==> src/rtl/cim_pkg.sv <==
// Shared types and sizing for the CIM slice sequencer and its accumulator.
package cim_pkg;

  localparam int unsigned N_ROWS     = 36;
  localparam int unsigned SLICE_W    = 3;
  localparam int unsigned NUM_SLICES = 4;
  localparam int unsigned K_W        = 2;
  localparam int unsigned PSUM_W     = 16;
  localparam int unsigned ACC_W      = PSUM_W + 7;

  typedef logic [0:N_ROWS-1][SLICE_W-1:0] cim_slice_t;

  typedef enum logic [1:0] {
    IDLE,
    ISSUE,
    WAIT,
    DONE
  } cim_state_t;

endpackage

==> src/rtl/cim_shift_acc.sv <==
// Shift-accumulator: adds psum weighted by 4^k into a running unsigned sum.
module cim_shift_acc
  import cim_pkg::*;
(
  input  logic              clk,
  input  logic              rst,
  input  logic              clr,
  input  logic              en,
  input  logic [K_W-1:0]    k,
  input  logic [PSUM_W-1:0] psum,
  output logic [ACC_W-1:0]  acc
);

  logic [ACC_W-1:0] addend_c;

  // Each slice carries two bits of weight, so slice k shifts by 2k.
  assign addend_c = ACC_W'(psum) << {k, 1'b0};

  always_ff @(posedge clk or posedge rst) begin
    if (rst) begin
      acc <= '0;
    end else if (clr) begin
      acc <= '0;
    end else if (en) begin
      acc <= acc + addend_c;
    end
  end

endmodule

==> src/rtl/cim_slice_sequencer.sv <==
// Issues four latched slice arrays to the CIM macro one at a time and
// reconstructs the full-precision result from the returned partial sums.
module cim_slice_sequencer
  import cim_pkg::*;
(
  input  logic                             clk,
  input  logic                             rst,
  input  logic                             start_i,
  output logic                             in_ready_o,
  input  logic [0:N_ROWS-1][SLICE_W-1:0]   slice0_i,
  input  logic [0:N_ROWS-1][SLICE_W-1:0]   slice1_i,
  input  logic [0:N_ROWS-1][SLICE_W-1:0]   slice2_i,
  input  logic [0:N_ROWS-1][SLICE_W-1:0]   slice3_i,
  output logic [0:N_ROWS-1][SLICE_W-1:0]   cim_slice_o,
  output logic                             cim_valid_o,
  input  logic                             cim_ready_i,
  input  logic [PSUM_W-1:0]                psum_i,
  input  logic                             psum_valid_i,
  output logic [ACC_W-2:0]                 result_o,
  output logic                             result_valid_o,
  output logic                             busy_o
);

  cim_state_t       state_q, state_d;
  logic [K_W-1:0]   k_q, k_d;
  cim_slice_t       slice_q [NUM_SLICES];
  logic [ACC_W-1:0] acc;

  logic             load_c;
  logic             acc_clr_c;
  logic             acc_en_c;

  logic             in_ready_d;
  logic             busy_d;
  logic             cim_valid_d;
  cim_slice_t       cim_slice_d;
  logic [ACC_W-2:0] result_d;
  logic             result_valid_d;

  cim_shift_acc u_acc (
    .clk  (clk),
    .rst  (rst),
    .clr  (acc_clr_c),
    .en   (acc_en_c),
    .k    (k_q),
    .psum (psum_i),
    .acc  (acc)
  );

  // Next-state and next-output decode; outputs are registered below.
  always_comb begin
    state_d        = state_q;
    k_d            = k_q;
    load_c         = 1'b0;
    acc_clr_c      = 1'b0;
    acc_en_c       = 1'b0;
    cim_slice_d    = cim_slice_o;
    result_d       = result_o;
    result_valid_d = 1'b0;

    case (state_q)
      IDLE: begin
        if (start_i) begin
          state_d   = ISSUE;
          k_d       = '0;
          load_c    = 1'b1;
          acc_clr_c = 1'b1;
        end
      end
      ISSUE: begin
        if (cim_ready_i) begin
          state_d = WAIT;
        end
      end
      WAIT: begin
        if (psum_valid_i) begin
          acc_en_c = 1'b1;
          if (k_q == K_W'(NUM_SLICES - 1)) begin
            state_d = DONE;
          end else begin
            k_d     = k_q + K_W'(1);
            state_d = ISSUE;
          end
        end
      end
      DONE: begin
        // Every partial sum is doubled by the zero pad bit; drop it here.
        result_d       = (ACC_W-1)'(acc >> 1);
        result_valid_d = 1'b1;
        state_d        = IDLE;
      end
      default: begin
        state_d = IDLE;
      end
    endcase

    // Slice presented on entry to ISSUE; the first one comes straight from the inputs.
    if (state_d == ISSUE && state_q != ISSUE) begin
      cim_slice_d = load_c ? slice0_i : slice_q[k_d];
    end

    in_ready_d  = (state_d == IDLE);
    busy_d      = (state_d != IDLE);
    cim_valid_d = (state_d == ISSUE);
  end

  always_ff @(posedge clk or posedge rst) begin
    if (rst) begin
      state_q        <= IDLE;
      k_q            <= '0;
      in_ready_o     <= 1'b0;
      busy_o         <= 1'b0;
      cim_valid_o    <= 1'b0;
      cim_slice_o    <= '0;
      result_o       <= '0;
      result_valid_o <= 1'b0;
    end else begin
      state_q        <= state_d;
      k_q            <= k_d;
      in_ready_o     <= in_ready_d;
      busy_o         <= busy_d;
      cim_valid_o    <= cim_valid_d;
      cim_slice_o    <= cim_slice_d;
      result_o       <= result_d;
      result_valid_o <= result_valid_d;
    end
  end

  // Slice arrays are captured once per job so the decoder may move on.
  always_ff @(posedge clk or posedge rst) begin
    if (rst) begin
      for (int unsigned i = 0; i < NUM_SLICES; i++) begin
        slice_q[i] <= '0;
      end
    end else if (load_c) begin
      slice_q[0] <= slice0_i;
      slice_q[1] <= slice1_i;
      slice_q[2] <= slice2_i;
      slice_q[3] <= slice3_i;
    end
  end

endmodule

==> config.mk <==
export PLATFORM = sky130hd
export DESIGN_NAME = cim_slice_sequencer
export DESIGN_NICKNAME = d
export VERILOG_FILES = /design/src/rtl/cim_pkg.sv /design/src/rtl/cim_shift_acc.sv /design/src/rtl/cim_slice_sequencer.sv
export SDC_FILE = /design/constraint.sdc
export NUM_CORES = 2
export LEC_CHECK = 0
export CAP_MARGIN = 10
export CORE_ASPECT_RATIO = 0.9
export CORE_MARGIN = 2
export CORE_UTILIZATION = 35
export DETAILED_ROUTE_END_ITERATION = 10
export SETUP_SLACK_MARGIN = 0.5
export SYNTH_ARGS = -nofsm -noshare
export SYNTH_HDL_FRONTEND = slang
export SYNTH_SLANG_ARGS = --single-unit
==> constraint.sdc <==
create_clock -name clk -period 51.7 [get_ports clk]
set_clock_uncertainty 0.1 [all_clocks]
set_input_delay 10.34 -clock clk [delete_from_list [all_inputs] [get_ports clk]]
set_output_delay 10.34 -clock clk [all_outputs]
set_load 0.02 [all_outputs]
==> run_results.csv <==
group,metric,value,unit
status,status,"finished, final reports clean",
cells_and_area,fin_nets,4272,
cells_and_area,drive_gt1_frac,0.0455,
timing,fmax,71.8,MHz
clock_network,cts.sinks,593,
synthesis,synthArstFlopShare,1.00,
job,max_cap_viol_count,0,
synthesis,synth_top_area_cell,"dfrtp_1",
timing,tightest_slew,1140,ps
worst_setup_path,timing.rr.end,"cim_slice_o[101]",
synthesis,syn-num-nets,3826,
route,routedWlPerCell,19.7,µm
clock_network,cts_tree,"built",
worst_setup_path,arrival,14340,ps
worst_setup_path,path_buf_inv,4,
route,wl_met3,5.76,mm
worst_setup_path,slowest_stage,"buf_4",
timing,setup_violations,0,
synthesis,synth_seq_cells,593,
route,vias_per_cell,5.01,
die,row_count,97,
place,port_buffers,586,
timing,finalCriticalPeriod,13930,ps
worst_setup_path,critical-path-top-delay-family,"buffers and inverters",
global_routing,grt_pass1_wl,147,mm
global_routing,grt_max_degree,179,
worst_setup_path,cp_cell_sequence,"clkdlybuf4s50_1 > and2_4 > buf_4 > buf_4 > buf_4 > a21oi_1 > o21ai_1",
die,ioPinCount,587,
cells_and_area,area.growth.synth_to_final,32.1,%
route,wl_met2,44.3,mm
route,routed_wl,97.1,mm
synthesis,synthFlopType,"dfrtp_1",
timing,setup_tns,0,ps
route,antenna_left,0,
synthesis,synthMuxAreaShare,0.0290,
clock_network,holdBufCountCts,0,
clock_network,post-cts-setup-buffers,0,
worst_setup_path,critPathRequiredTime,52110,ps
clock_network,ctsResizeCount,0,
cells_and_area,final_area,36400,µm²
hold_path,min_from,"slice_q[128]",
synthesis,synthAdderAreaFrac,0.0107,
place,post_dp_cell_area,34100,µm²
synthesis,seq_area_frac_synth,0.538,
timing,drv_slew,0,
synthesis,synthSimpleGateAreaFrac,0.244,
clock_network,cts-root-buf,"clkbuf_16",
die,die_area,81100,µm²
worst_setup_path,critPathMaxStageDelay,860,ps
timing,rsz0062_at_grt,"false",
timing,final.period_utilization,0.269,
worst_setup_path,r2r-start,"state_q[1]",
place,place_hpwl,63.8,mm
clock_network,cts_buffers,69,
clock_network,htreeDepth,3,
global_routing,grt_antenna_before_repair,42,
die,die_w,300,µm
worst_setup_path,cp_common_cell,"buf_4",
worst_setup_path,start_kind,"input pin",
synthesis,synth_edf_count,0,
worst_setup_path,r2r_cells,7,
synthesis,synth.top_cells.by_area,"dfrtp_1 (54%), nand2_1 (23%), o21ai_0 (3.8%), a21oi_1 (3.1%), clkbuf_1 (2.5%)",
power,power.leakage,17.2,nW
global_routing,grt_usage,0.235,
synthesis,synth_xor_area_frac,0.00631,
route,top_layer_used,"met5",
die,initial_core_util,0.354,
worst_setup_path,ff2ff_setup_slack,47260,ps
power,p_per_area,62.9,nW/µm²
synthesis,yosysWarningCount,0,
cells_and_area,layout_commonest_cell,"nand2_1",
global_routing,overflow,0,
clock_network,path_clk_slew,60,ps
power,ir_worst_vdd,0.0421,mV
synthesis,synth_cell_types,55,
synthesis,synth_top_family_by_area,"simple AND/OR/NAND/NOR gates",
hold_path,hold_path_class,"register to register",
hold_path,hold_path_depth,2,
route,drtIter0Drc,1967,
synthesis,syn_area,27600,µm²
route,first_pass_iters,7,
cells_and_area,layout_common_cells,"nand2_1 (1658), dfrtp_1 (591), clkdlybuf4s50_1 (586), o21ai_0 (211), a21oi_1 (171)",
synthesis,syn_area_per_cell,8.23,µm²
hold_path,min_to,"slice_q[128]",
synthesis,yosys.area.top_type_share,0.538,
worst_setup_path,worstSetupPathType,"input pin to register",
worst_setup_path,end_kind,"register",
route,wl_met1,44.2,mm
route,drc,0,
worst_setup_path,crit_fanout,97,
timing,finalHoldViolations,0,
global_routing,grt_pass1_vias,23700,
route,vias,24600,
clock_network,cts_buffer_depth,3,
die,die_height,270,µm
place,gp_congestion,0.864,
synthesis,synth_compound_area_frac,0.134,
clock_network,clk_latency,610,ps
timing,slew_headroom,0.238,
die,coreArea,77900,µm²
synthesis,syn_inst,3350,
cell type report:
type / count / area [µm²]
Fill cell: 7705 / 41500
Sequential cell: 593 / 14800
Multi-Input combinational cell: 2507 / 11700
Timing Repair Buffer: 614 / 6140
Clock buffer: 97 / 1970
Tap cell: 1039 / 1300
Clock inverter: 24 / 297
Antenna cell: 32 / 80.1
Inverter: 11 / 56.3
metal layers:
layer | vias up | track usage
li1 | 11900 | -
met1 | 11800 | 0.331
met2 | 720 | 0.354
met3 | 164 | 0.0466
met4 | 24 | 0.0929
met5 | - | 0
power breakdown:
| part | total (mW) | switching, mW | internal, mW |
|---|---|---|---|
| registers | 0.824 | 0.144 | 0.680 |
| clock network | 0.494 | 0.206 | 0.289 |
| logic | 0.975 | 0.595 | 0.380 |
stage by stage:
| stage | util | total power, mW | hold WS [ps] | cells | setup WS, ps |
|---|---|---|---|---|---|
| 2_1_floorplan | - | 1.46 | 341 | 3350 | 24660 |
| 3_3_place_gp | 0.437 | 1.79 | 357 | 4764 | 37150 |
| 3_5_place_dp | 0.437 | 1.80 | 362 | 4764 | 37130 |
| 4_1_cts | 0.467 | 2.31 | 376 | 4885 | 37820 |
| 5_1_grt | 0.468 | 2.47 | 385 | 4915 | 37490 |
| 6_report | 0.468 | 2.29 | 372 | 4917 | 37770 |
how the worst max path moves through the flow:
stage               startpoint                to  slack, ps  cells after the start
detailed placement     start_i  cim_slice_o[107]      37130                      7
CTS                    start_i   cim_slice_o[95]      37820                      7
finish                 start_i  cim_slice_o[101]      37770                      7
global placement       start_i   cim_slice_o[33]      37150                      7
global route           start_i   cim_slice_o[92]      37490                      7
floorplan                  rst            busy_o      24660                      1
kinds of logic (layout without fill, tap and decap cells):
kind of cell | Yosys count | count (layout)
muxes | 77 | 77
xor gates and xnor gates | 19 | 19
other | 0 | 32
buffers and inverters | 250 | 746
DFF | 593 | 593
and+or+nand+nor | 1753 | 1753
AOI/OAI and AO/OA | 635 | 635
adders and majority gates | 23 | 23
worst reg2reg max path: stages, from the launching register on:
cell     delay, ps
dfrtp_1        500
nor2_1         280
and2_4         690
buf_4          800
buf_4          700
buf_4          880
a21oi_1        230
o21ai_1        160
sequential cells by signal, summed over array words and instances, names as in the netlist:
register / flops
busy_o: 1
cim_slice_o: 108
cim_valid_o: 1
in_ready_o: 1
k_q: 2
result_o: 22
result_valid_o: 1
slice_q: 432
state_q: 2
u_acc.acc: 23
cells in the mapped netlist (12+ instances only):
library cell and number:
ha_1 22, o21ai_0 211, xor2_1 12, mux2_2 24
buf_1 16, nor2_1 18, mux2i_1 53, nand2_1 1659
o22a_1 67, buf_4 18, a21oi_1 171, o21ai_1 37
buf_2 20, dfrtp_1 593, nor3_1 38, clkbuf_1 183
a31oi_1 109
(Power assumes the default switching activity.)
